[src/rtl/alu_arbiter.sv]
// alu_arbiter: shares one combinational ALU among N_REQ requesters.
// Round-robin grant in IDLE, the operation runs in EXEC, and the registered
// result/flags are returned in RESP until the owner takes them.
// The rotation pointer advances only when a response completes.
// Optional build macro: ALU_ARB_BYPASS_EN. When it is defined, EXEC is removed:
// the winner's request fields drive alu_* combinationally in IDLE, and the
// result is captured on the accept edge.
module alu_arbiter #(
    parameter int N_REQ = 2,
    parameter int SIZE  = 64
) (
    input  logic                  clk,
    input  logic                  rst_n,
    input  logic [N_REQ-1:0]      req_valid,
    output logic [N_REQ-1:0]      req_ready,
    input  logic [4*N_REQ-1:0]    req_funct,
    input  logic [SIZE*N_REQ-1:0] req_a,
    input  logic [SIZE*N_REQ-1:0] req_b,
    output logic [N_REQ-1:0]      rsp_valid,
    input  logic [N_REQ-1:0]      rsp_ready,
    output logic [SIZE-1:0]       rsp_result,
    output logic [5:0]            rsp_flags,
    output logic [3:0]            alu_funct,
    output logic [SIZE-1:0]       alu_a,
    output logic [SIZE-1:0]       alu_b,
    input  logic [SIZE-1:0]       alu_result,
    input  logic [5:0]            alu_flags
);

    localparam int PW = (N_REQ > 1) ? $clog2(N_REQ) : 1;

    typedef enum logic [1:0] {
        IDLE = 2'd0,
        EXEC = 2'd1,
        RESP = 2'd2
    } state_t;

    state_t            state_r, state_s;
    logic [PW-1:0]     ptr_r, ptr_s;
    logic [PW-1:0]     owner_r, owner_s;
    logic [PW-1:0]     winner_s;
    logic [PW:0]       idx_s;
    logic              any_s;
    logic              accept_s;
    logic              capture_s;
    logic [N_REQ-1:0]  req_ready_s;
    logic [N_REQ-1:0]  rsp_valid_s;
    logic [N_REQ-1:0]  rsp_valid_r;
    logic [3:0]        win_funct_s;
    logic [SIZE-1:0]   win_a_s;
    logic [SIZE-1:0]   win_b_s;
    logic [3:0]        op_funct_r;
    logic [SIZE-1:0]   op_a_r;
    logic [SIZE-1:0]   op_b_r;
    logic [SIZE-1:0]   rsp_result_r;
    logic [5:0]        rsp_flags_r;

    // Round-robin search: walk from ptr+N-1 down to ptr so the last hit is the first valid at/after ptr
    always_comb begin
        any_s    = 1'b0;
        winner_s = '0;
        idx_s    = '0;
        for (int k = N_REQ - 1; k >= 0; k--) begin
            idx_s    = {1'b0, ptr_r} + (PW+1)'(k);
            idx_s    = (idx_s >= (PW+1)'(N_REQ)) ? (idx_s - (PW+1)'(N_REQ)) : idx_s;
            any_s    = any_s | req_valid[idx_s[PW-1:0]];
            winner_s = req_valid[idx_s[PW-1:0]] ? idx_s[PW-1:0] : winner_s;
        end
    end

    // Select the winning requester's funct/operands
    always_comb begin
        win_funct_s = 4'd0;
        win_a_s     = '0;
        win_b_s     = '0;
        for (int i = 0; i < N_REQ; i++) begin
            win_funct_s = (winner_s == PW'(i)) ? req_funct[4*i +: 4]       : win_funct_s;
            win_a_s     = (winner_s == PW'(i)) ? req_a[SIZE*i +: SIZE]     : win_a_s;
            win_b_s     = (winner_s == PW'(i)) ? req_b[SIZE*i +: SIZE]     : win_b_s;
        end
    end

    // Next-state, grant and capture decisions
    always_comb begin
        state_s   = state_r;
        ptr_s     = ptr_r;
        owner_s   = owner_r;
        accept_s  = 1'b0;
        capture_s = 1'b0;
        case (state_r)
            IDLE: begin
                if (any_s) begin
                    accept_s = 1'b1;
                    owner_s  = winner_s;
`ifdef ALU_ARB_BYPASS_EN
                    capture_s = 1'b1;
                    state_s   = RESP;
`else
                    capture_s = 1'b0;
                    state_s   = EXEC;
`endif
                end else begin
                    state_s = IDLE;
                end
            end
            EXEC: begin
                capture_s = 1'b1;
                state_s   = RESP;
            end
            RESP: begin
                if (rsp_ready[owner_r]) begin
                    ptr_s   = (owner_r == PW'(N_REQ - 1)) ? '0 : (owner_r + PW'(1));
                    state_s = IDLE;
                end else begin
                    state_s = RESP;
                end
            end
            default: begin
                state_s = IDLE;
            end
        endcase
    end

    // One-hot grant (IDLE only) and next-cycle response-valid decode
    always_comb begin
        req_ready_s = '0;
        rsp_valid_s = '0;
        for (int i = 0; i < N_REQ; i++) begin
            req_ready_s[i] = accept_s && (winner_s == PW'(i));
            rsp_valid_s[i] = (state_s == RESP) && (owner_s == PW'(i));
        end
    end

    // Control state, latched operation and registered response
    always_ff @(posedge clk or negedge rst_n) begin
        if (!rst_n) begin
            state_r      <= IDLE;
            ptr_r        <= '0;
            owner_r      <= '0;
            op_funct_r   <= 4'd0;
            op_a_r       <= '0;
            op_b_r       <= '0;
            rsp_result_r <= '0;
            rsp_flags_r  <= 6'd0;
            rsp_valid_r  <= '0;
        end else begin
            state_r     <= state_s;
            ptr_r       <= ptr_s;
            owner_r     <= owner_s;
            rsp_valid_r <= rsp_valid_s;
            if (accept_s) begin
                op_funct_r <= win_funct_s;
                op_a_r     <= win_a_s;
                op_b_r     <= win_b_s;
            end
            if (capture_s) begin
                rsp_result_r <= alu_result;
                rsp_flags_r  <= alu_flags;
            end
        end
    end

    // Grant is combinational; forced low while reset is asserted
    assign req_ready  = req_ready_s & {N_REQ{rst_n}};
    assign rsp_valid  = rsp_valid_r;
    assign rsp_result = rsp_result_r;
    assign rsp_flags  = rsp_flags_r;

`ifdef ALU_ARB_BYPASS_EN
    // In IDLE with a winner, the ALU sees the request directly; otherwise the last op holds
    assign alu_funct = (rst_n && accept_s) ? win_funct_s : op_funct_r;
    assign alu_a     = (rst_n && accept_s) ? win_a_s     : op_a_r;
    assign alu_b     = (rst_n && accept_s) ? win_b_s     : op_b_r;
`else
    assign alu_funct = op_funct_r;
    assign alu_a     = op_a_r;
    assign alu_b     = op_b_r;
`endif

endmodule

[config.mk]
export PLATFORM = sky130hd
export DESIGN_NAME = alu_arbiter
export DESIGN_NICKNAME = d
export VERILOG_FILES = /design/src/rtl/alu_arbiter.sv
export SDC_FILE = /design/constraint.sdc
export NUM_CORES = 1
export LEC_CHECK = 0
export ABC_AREA = 0
export CAP_MARGIN = 20
export CORE_AREA = 2 2 215 217
export CTS_CLUSTER_DIAMETER = 120
export DETAILED_ROUTE_END_ITERATION = 8
export DIE_AREA = 0 0 217 219
export MAX_ROUTING_LAYER = met4
export PLACE_DENSITY = 0.48
export SLEW_MARGIN = 30
export SYNTH_ARGS = -nofsm -noshare
export SYNTH_HDL_FRONTEND = slang
export SYNTH_SLANG_ARGS = --single-unit
[constraint.sdc]
create_clock -name clk -period 3.1 [get_ports clk]
set_input_delay 0.31 -clock clk [delete_from_list [all_inputs] [get_ports clk]]
set_output_delay 0.31 -clock clk [all_outputs]
set_load 0.02 [all_outputs]
After elaboration in Yosys (flattened, before gate mapping)
Index checks and enable logic that the tools add are counted.
W data, S select, Z words.
{"block": "totals", "regBits": 208, "elab_cells": 53, "output_inout_bits": 206}
{"block": "classes", "n_lt_le_gt_ge": 5, "mux": 22, "bitwise_logic": 4, "reduce_logical": 6, "n_addsub": 4, "n_eq_ne": 3}
{"op": "$mux W64", "count": 2}
{"op": "$mux W1", "count": 17}
{"op": "$lt A1 B2 Y1 const B", "count": 3}
{"op": "$pmux W2 S3", "count": 1}
{"op": "$eq A2 B2 Y1 const B", "count": 2}
{"op": "$logic_and A1 B1 Y1", "count": 4}
{"op": "$mux W4", "count": 1}
{"op": "$add A1 B1 Y2 const B", "count": 1}
{"op": "$and A2 B2 Y2", "count": 1}
{"op": "$eq A2 B1 Y1 const B", "count": 1}
{"op": "$ge A1 B2 Y1 const B", "count": 1}
{"op": "$ge A2 B2 Y1 const B", "count": 1}
{"op": "$logic_not A2 Y1", "count": 1}
{"op": "$mux W2", "count": 1}
{"op": "$not A1 Y1", "count": 2}
{"op": "$reduce_and A2 Y1", "count": 1}
{"op": "$sub A1 B1 Y1 const B", "count": 2}
{"op": "$add A1 B1 Y1 const B", "count": 1}
{"op": "$or A1 B1 Y1", "count": 1}

Logic depth before layout (Yosys ltp)
Gate-level depths: netlist (run 1).
{"block": "logic_depth", "depth_word": 11, "ltp_mapped": 6, "ltp_nobuf": 3}

Worst setup path after synthesis (run 1)
No wires, ideal clock.
{"block": "synth_timing", "path_type": "flip-flop to output port", "from": "register state_r[0]", "to": "output req_ready[1]", "slack_ns": 1.430, "path_stages_with_launch": 7, "arrival_time_ns": 1.360, "path_cell_list": "dfrtp_1 -> nor2_1 -> and3_1 -> buf_2 -> buf_6 -> buf_2 -> and2_1"}
{"block": "synth_between", "elab_chain_len": 4}
{"element": "from (decl)", "line": "38", "text": "state_t state_r, state_s;"}
{"element": "from (signal assigned)", "line": "147", "text": "state_r <= state_s;"}
{"element": "$logic_not A2 Y1", "line": "90", "text": "case (state_r)"}
{"element": "$mux W1", "line": "90"}
{"element": "$logic_and A1 B1 Y1", "line": "129", "text": "req_ready_s[i] = accept_s && (winner_s == PW'(i));"}
{"element": "$and A2 B2 Y2", "line": "164", "text": "assign req_ready = req_ready_s & {N_REQ{rst_n}};"}
{"element": "to (decl)", "line": "15", "text": "output logic [N_REQ-1:0] req_ready,"}
No other way between the ends.

Worst setup path after layout (run 1)
{"block": "layout_timing", "from": "register state_r[0]", "to": "output req_ready[0]"}
The elaborated chain is that of the path after synthesis.

==> metrics, run 1 <==
status=completed; H-tree Lvls=1; Avg Vias per Cell=4.43; vias in the first global route=8204; clk_lat worst skew=0.54 ns; antenna-violating nets left=0; effective utilization at floorplan=0.195; Util after Layout=0.347; multiplexer area fraction after synthesis=0.0907; Max Root-Sink Buffers=3; hpwl dp=25100 µm; leakage power=6.22 nW; Setup TNS=0 ns; nets@finish=1489; GRT Total Usage=0.149; R2R setup slack=1.20 ns; clock share of power=0.181; Internal Pwr Total=10.4 mW; first-pass GRT wire length=53100 µm; worst-margin pin slew=0.815 ns; final worst-path cycle share=0.870; total wire length=36300 µm; Syn Inst Count=632; hold buffer count at CTS=1; Worst VDD drop=0.559 mV; Comb pwr share=0.527; Clock Tree Root=clkbuf_16; synthesized flop and latch total=208; final period demand of the worst path=2.70 ns; routed len/inst=20.6 µm; Clock Pin Slew Worst Setup and Hold Paths=0.06 ns; post-cts resize count=0; largest family of logic cells by synthesized area=compound AO/OA/AOI/OAI gates; Slew HR=0.457; RR Startpoint=state_r[0]; Hold WC Path Type=in2async; Seq/Total Area, Yosys=0.591; Crit Path Class=reg2out; Die Y=219 µm; Num CTS Buffers=26; layout cells sized above 1=0.106; Core ar.=45100 µm²; Die W=217 µm; DR DRC count=0; Cell Pwr Density=1050 nW/µm²; synthesized area=8800 µm²; post-synthesis compound-gate area fraction=0.266; Num Clock Sinks=208; Post-CTS Setup Bufs=0; standard-cell rows=78; RSZ-0062 raised after global routing=no; port buffer count=545; xor/xnor cell area share of the yosys netlist=0; CP Launch Type=flop; count of unique library cells instantiated by Yosys=24; Setup Viol. Count Final=0; Critical Path End Type=primary output; maximum number of pins on one net before global-route repair=134; Worst Path Required=2.79 ns; CTS tree=yes; Flop pwr share=0.292; clk_skew=0.00980 ns; Setup crit start=state_r[0]; initial antenna violation count=0; grt ovf=0; final hold viol count=0; DRT iter0 DRCs=368; Setup crit end=req_ready[0]; Area Growth Syn to Fin=77.9%; FF-to-FF End=alu_a[60]; post-synthesis net count=972; reg2reg path depth=4; fmax=371 MHz; routability cong.=0.771; detailed-route via count=7824; total iterations of the first detailed-routing run=5; Adder-Cell Fraction of Synth Area=0; warnings from Yosys=0; CP Max Fanout=4; Max-Cap Viols=0; simple-gate share of the synthesized area=0.00967; Sw Ratio=0.372; I/O pin cnt=546; die area=47500 µm²; Avg Cell Area, Syn=13.9 µm²; Net Sw Power=6.14 mW; Slew Viols, Final=0; signal arrival time at the worst endpoint=2.39 ns
## cell type report
type,count,area (µm²)
tap,600,751
fill,4497,29400
clock inverter,5,52.6
sequential,208,5200
timing repair buffer,556,5620
inverter,1,3.75
multi-input combinational,356,3250
clock buffer,38,767
antenna,1,2.50
## power groups by stage
stage | Clock [mW] | Sequential (mW) | Combinational, mW
after floorplan | 0 | 6.39 | 3.17
final | 2.99 | 4.81 | 8.70
after detailed placement | 0 | 4.84 | 8.82
after global placement | 0 | 4.81 | 8.80
after CTS | 3.11 | 4.82 | 8.84
after global routing | 3.21 | 4.98 | 9.22
## per-stage QoR
stage | power (mW) | std cells | setup slack [ns] | hold slack (ns) | area (µm²)
floorplan | 9.57 | 632 | 1.43 | 0.0144 | 8800
global placement | 13.6 | 1720 | 0.678 | 0.161 | 14800
detailed placement | 13.7 | 1720 | 0.678 | 0.164 | 14800
CTS | 16.8 | 1764 | 0.360 | 0.159 | 15700
global route | 17.4 | 1764 | 0.292 | 0.183 | 15700
finish | 16.5 | 1765 | 0.403 | 0.205 | 15700
## routing by layer
metal | up-vias | track usage | wire length, µm
met4 | 0 | 0.0368 | 708
met1 | 3915 | 0.174 | 14500
met5 | - | - | 0
li1 | 3512 | - | -
met2 | 357 | 0.254 | 18000
met3 | 40 | 0.0435 | 3140
## sequential cells by signal (all words and copies together) (netlist names), 2 cells and up
name        flops
alu_a          64
alu_b          64
rsp_result     64
rsp_flags       6
alu_funct       4
rsp_valid       2
state_r         2
## synth_stat cells
| cell type | instances | area share |
|---|---|---|
| nand3_1 | 1 | 0.00057 |
| nor3b_1 | 1 | 0.00085 |
| buf_2 | 28 | 0.016 |
| a221o_1 | 132 | 0.15 |
| nor2b_1 | 1 | 0.00071 |
| or2_1 | 1 | 0.00071 |
| o2bb2ai_1 | 1 | 0.0010 |
| nand2_1 | 3 | 0.0013 |
| and2_1 | 2 | 0.0014 |
| inv_1 | 1 | 0.00043 |
| o21a_1 | 132 | 0.11 |
| a21oi_1 | 2 | 0.0011 |
| buf_4 | 1 | 0.00085 |
| mux2_2 | 70 | 0.090 |
| clkbuf_1 | 27 | 0.012 |
| buf_6 | 10 | 0.013 |
| nand2b_1 | 2 | 0.0014 |
| a21boi_0 | 1 | 0.00085 |
| o21ai_0 | 1 | 0.00057 |
| dfrtp_1 | 208 | 0.59 |
| buf_1 | 1 | 0.00043 |
| and3_1 | 2 | 0.0014 |
| mux2i_1 | 1 | 0.0011 |
| nor2_1 | 3 | 0.0013 |
## how the worst min path moves through the flow
stage | end | slack [ns]
after floorplan | alu_a[0] | 0.01
after global placement | alu_b[22] | 0.16
after detailed placement | alu_b[22] | 0.16
after CTS | alu_b[22] | 0.16
after global routing | alu_b[22] | 0.18
final | alu_b[22] | 0.21
## kinds of logic after synthesis
group,count (synthesis)
compound gates,269
buf+inv,68
flops,208
mux,71
simple gates,16
## worst max-delay path, cell delays in order (launching register included)
cell and delay (ns):
dfrtp_1 0.41, nor2_1 0.21, and3_4 0.25, and2_1 0.31, clkdlybuf4s50_1 0.66
## layout by cell type (no fill, tap or decap)
master / Yosys / routed
clkdlybuf4s50_1: 0 / 544
dfrtp_1: 208 / 208
o21a_1: 132 / 132
a221o_1: 132 / 132
mux2_2: 70 / 70
clkbuf_16: 0 / 27
clkbuf_1: 27 / 6
buf_12: 0 / 6
clkbuf_8: 0 / 5
nand2_1: 3 / 3
clkinv_2: 0 / 3
buf_4: 1 / 3
nor2_1: 3 / 2
and3_4: 0 / 2
and2_1: 2 / 2
a21oi_1: 2 / 2
diode_2: 0 / 1
or2_4: 0 / 1
nor2_4: 0 / 1
nor2b_1: 1 / 1
mux2i_1: 1 / 1
nand2b_2: 0 / 1
a21boi_0: 1 / 1
inv_1: 1 / 1
nand2b_1: 2 / 1
nand3_1: 1 / 1
o21ai_0: 1 / 1
nor3b_1: 1 / 1
o2bb2ai_1: 1 / 1
clkinvlp_4: 0 / 1
bufinv_16: 0 / 1
dlygate4sd3_1: 0 / 1
buf_8: 0 / 1
buf_6: 10 / 1
Power figures use the tool's default switching activity.
==> run 2: changes to the inputs <==
--- a/config.mk
+++ b/config.mk
@@ -8,11 +8,9 @@
 export ABC_AREA = 0
 export CAP_MARGIN = 20
 export CORE_AREA = 2 2 215 217
-export CTS_CLUSTER_DIAMETER = 120
 export DETAILED_ROUTE_END_ITERATION = 8
 export DIE_AREA = 0 0 217 219
 export MAX_ROUTING_LAYER = met4
-export PLACE_DENSITY = 0.48
 export SLEW_MARGIN = 30
 export SYNTH_ARGS = -nofsm -noshare
 export SYNTH_HDL_FRONTEND = slang
==> run 2 against run 1 <==
Net effect: sequential share of layout area grew 0.10 points; clock skew shrank 0.0042 ns; sequential cell count is the same; die area is the same; register-to-register slack lost 0.06 ns; count of clock-buffer cells in the layout is the same; first-iteration DRC count grew 17%; setup slack gained 0.19 ns.
==> metrics, run 2 (same netlist as run 1, synthesis figures left out) <==
Hold WC Path Type=in2async; status=completed; Die Y=219 µm; Setup TNS=0 ns; antenna-violating nets left=0; routed len/inst=19.4 µm; port buffer count=545; CTS tree=yes; Cell Pwr Density=1040 nW/µm²; Clock Pin Slew Worst Setup and Hold Paths=0.06 ns; Placed Cells=1721; Worst VDD drop=0.488 mV; fill count=4488; CP Launch Type=flop; Max Root-Sink Buffers=3; signal arrival time at the worst endpoint=2.19 ns; Core ar.=45100 µm²; maximum number of pins on one net before global-route repair=116; GRT Total Usage=0.140; clk_lat worst skew=0.52 ns; Post-DP Area=14800 µm²; grt ovf=0; Comb pwr share=0.529; ANT cells=0; Internal Pwr Total=10.3 mW; crit path cell chain=nor2_1, and3_4, and2_1, clkdlybuf4s50_1; Avg Vias per Cell=4.43; final hold viol count=0; clock share of power=0.175; DR DRC count=0; Slowest-stage cell, CP=clkdlybuf4s50_1; Sw Ratio=0.371; detailed-route via count=7821; clk_skew=0.00565 ns; Area Growth Syn to Fin=77.3%; total wire length=34200 µm; final worst-path cycle share=0.808; vias in the first global route=8371; final cell count without fillers=1766; CP peak stage delay=0.64 ns; Clock Tree Root=clkbuf_16; most common cell after layout, fill and taps aside=clkdlybuf4s50_1; DRT iter0 DRCs=430; CP Max Fanout=4; Flop pwr share=0.297; initial antenna violation count=1; fmax=399 MHz; Slew Viols, Final=0; cell family with most CP delay=buffers and inverters; Worst Path Required=2.79 ns; leakage power=6.20 nW; Net Sw Power=6.05 mW; worst-margin pin slew=0.780 ns; post-route cell area=15600 µm²; most frequent cells in the layout=544 x clkdlybuf4s50_1, 208 x dfrtp_1, 132 x o21a_1, 132 x a221o_1, 70 x mux2_2; RSZ-0062 raised after global routing=no; Critical Path End Type=primary output; standard-cell rows=78; nets@finish=1489; routability cong.=0.805; Num Clock Sinks=208; Slew HR=0.480; Setup Viol. Count Final=0; hpwl dp=24300 µm; die area=47500 µm²; effective utilization at floorplan=0.195; Die W=217 µm; I/O pin cnt=546; total iterations of the first detailed-routing run=4; Crit Path Class=reg2out; WP buf/inv=1; Num CTS Buffers=25; H-tree Lvls=1; Max-Cap Viols=0; layout cells sized above 1=0.105; final period demand of the worst path=2.50 ns; first-pass GRT wire length=50600 µm
[run 2: changes by cell type in the layout (fill, tap and decap cells not counted), sizes merged]
| cell | previous run | this run |
|---|---|---|
| buf | 11 | 12 |
| clkinv | 3 | 4 |
| clkinvlp | 1 | 0 |
| diode | 1 | 0 |
| inv | 1 | 2 |
[run 2: power by group through the flow]
stage | clock [mW] | sequential, mW | combinational [mW]
6_report | 2.85 | 4.84 | 8.62
5_1_grt | 3.05 | 4.99 | 9.16
4_1_cts | 2.95 | 4.84 | 8.75
3_5_place_dp | 0 | 4.85 | 8.73
3_3_place_gp | 0 | 4.82 | 8.64
2_1_floorplan | 0 | 6.39 | 3.17
[run 2: final cells by class]
class / instances / area, µm² / share of cell area
Clock buffer: 38 / 724 / 0.0464
Clock inverter: 6 / 58.8 / 0.00377
Inverter: 1 / 3.75 / 0.000240
Multi-Input combinational cell: 356 / 3250 / 0.208
Sequential cell: 208 / 5200 / 0.333
Tap cell: 600 / 751 / 0.0481
Timing Repair Buffer: 557 / 5620 / 0.360
[run 2: timing repair]
action | CTS | global route
buffers inserted | 0 | 0
hold buffers | 1 | 0
resized for setup | 0 | 0
hold endpoints to repair | 41 | 0
[run 2: layer usage]
metal	wire length, µm	part of all wire	vias to the layer above	track usage
li1	-	-	3510	-
met1	13800	0.40	3880	0.168
met2	16800	0.49	365	0.233
met3	2700	0.079	66	0.0310
met4	992	0.029	0	0.0491
met5	0	0	-	-
[run 2: stage by stage]
step | worst slack, ns | util | total power [mW] | hold slack (ns)
2_1_floorplan | 1.43 | - | 9.57 | 0.0144
3_3_place_gp | 0.697 | 0.329 | 13.5 | 0.247
3_5_place_dp | 0.691 | 0.329 | 13.6 | 0.239
4_1_cts | 0.522 | 0.346 | 16.5 | 0.254
5_1_grt | 0.455 | 0.346 | 17.2 | 0.301
6_report | 0.596 | 0.346 | 16.3 | 0.284
[run 2: final timing paths]
check | startpoint | endpoint | slack [ns] | depth (start not counted)
min reg2reg | rsp_result[11] | rsp_result[11] | 0.50 | 1
min | rst_n | alu_a[28] | 0.28 | 2
max reg2reg | state_r[0] | alu_a[19] | 1.14 | 4
max | state_r[0] | req_ready[1] | 0.60 | 4
min in group clk | req_b[110] | alu_b[46] | 0.39 | 2
max in group asynchronous | rst_n | alu_b[19] | 1.74 | 3
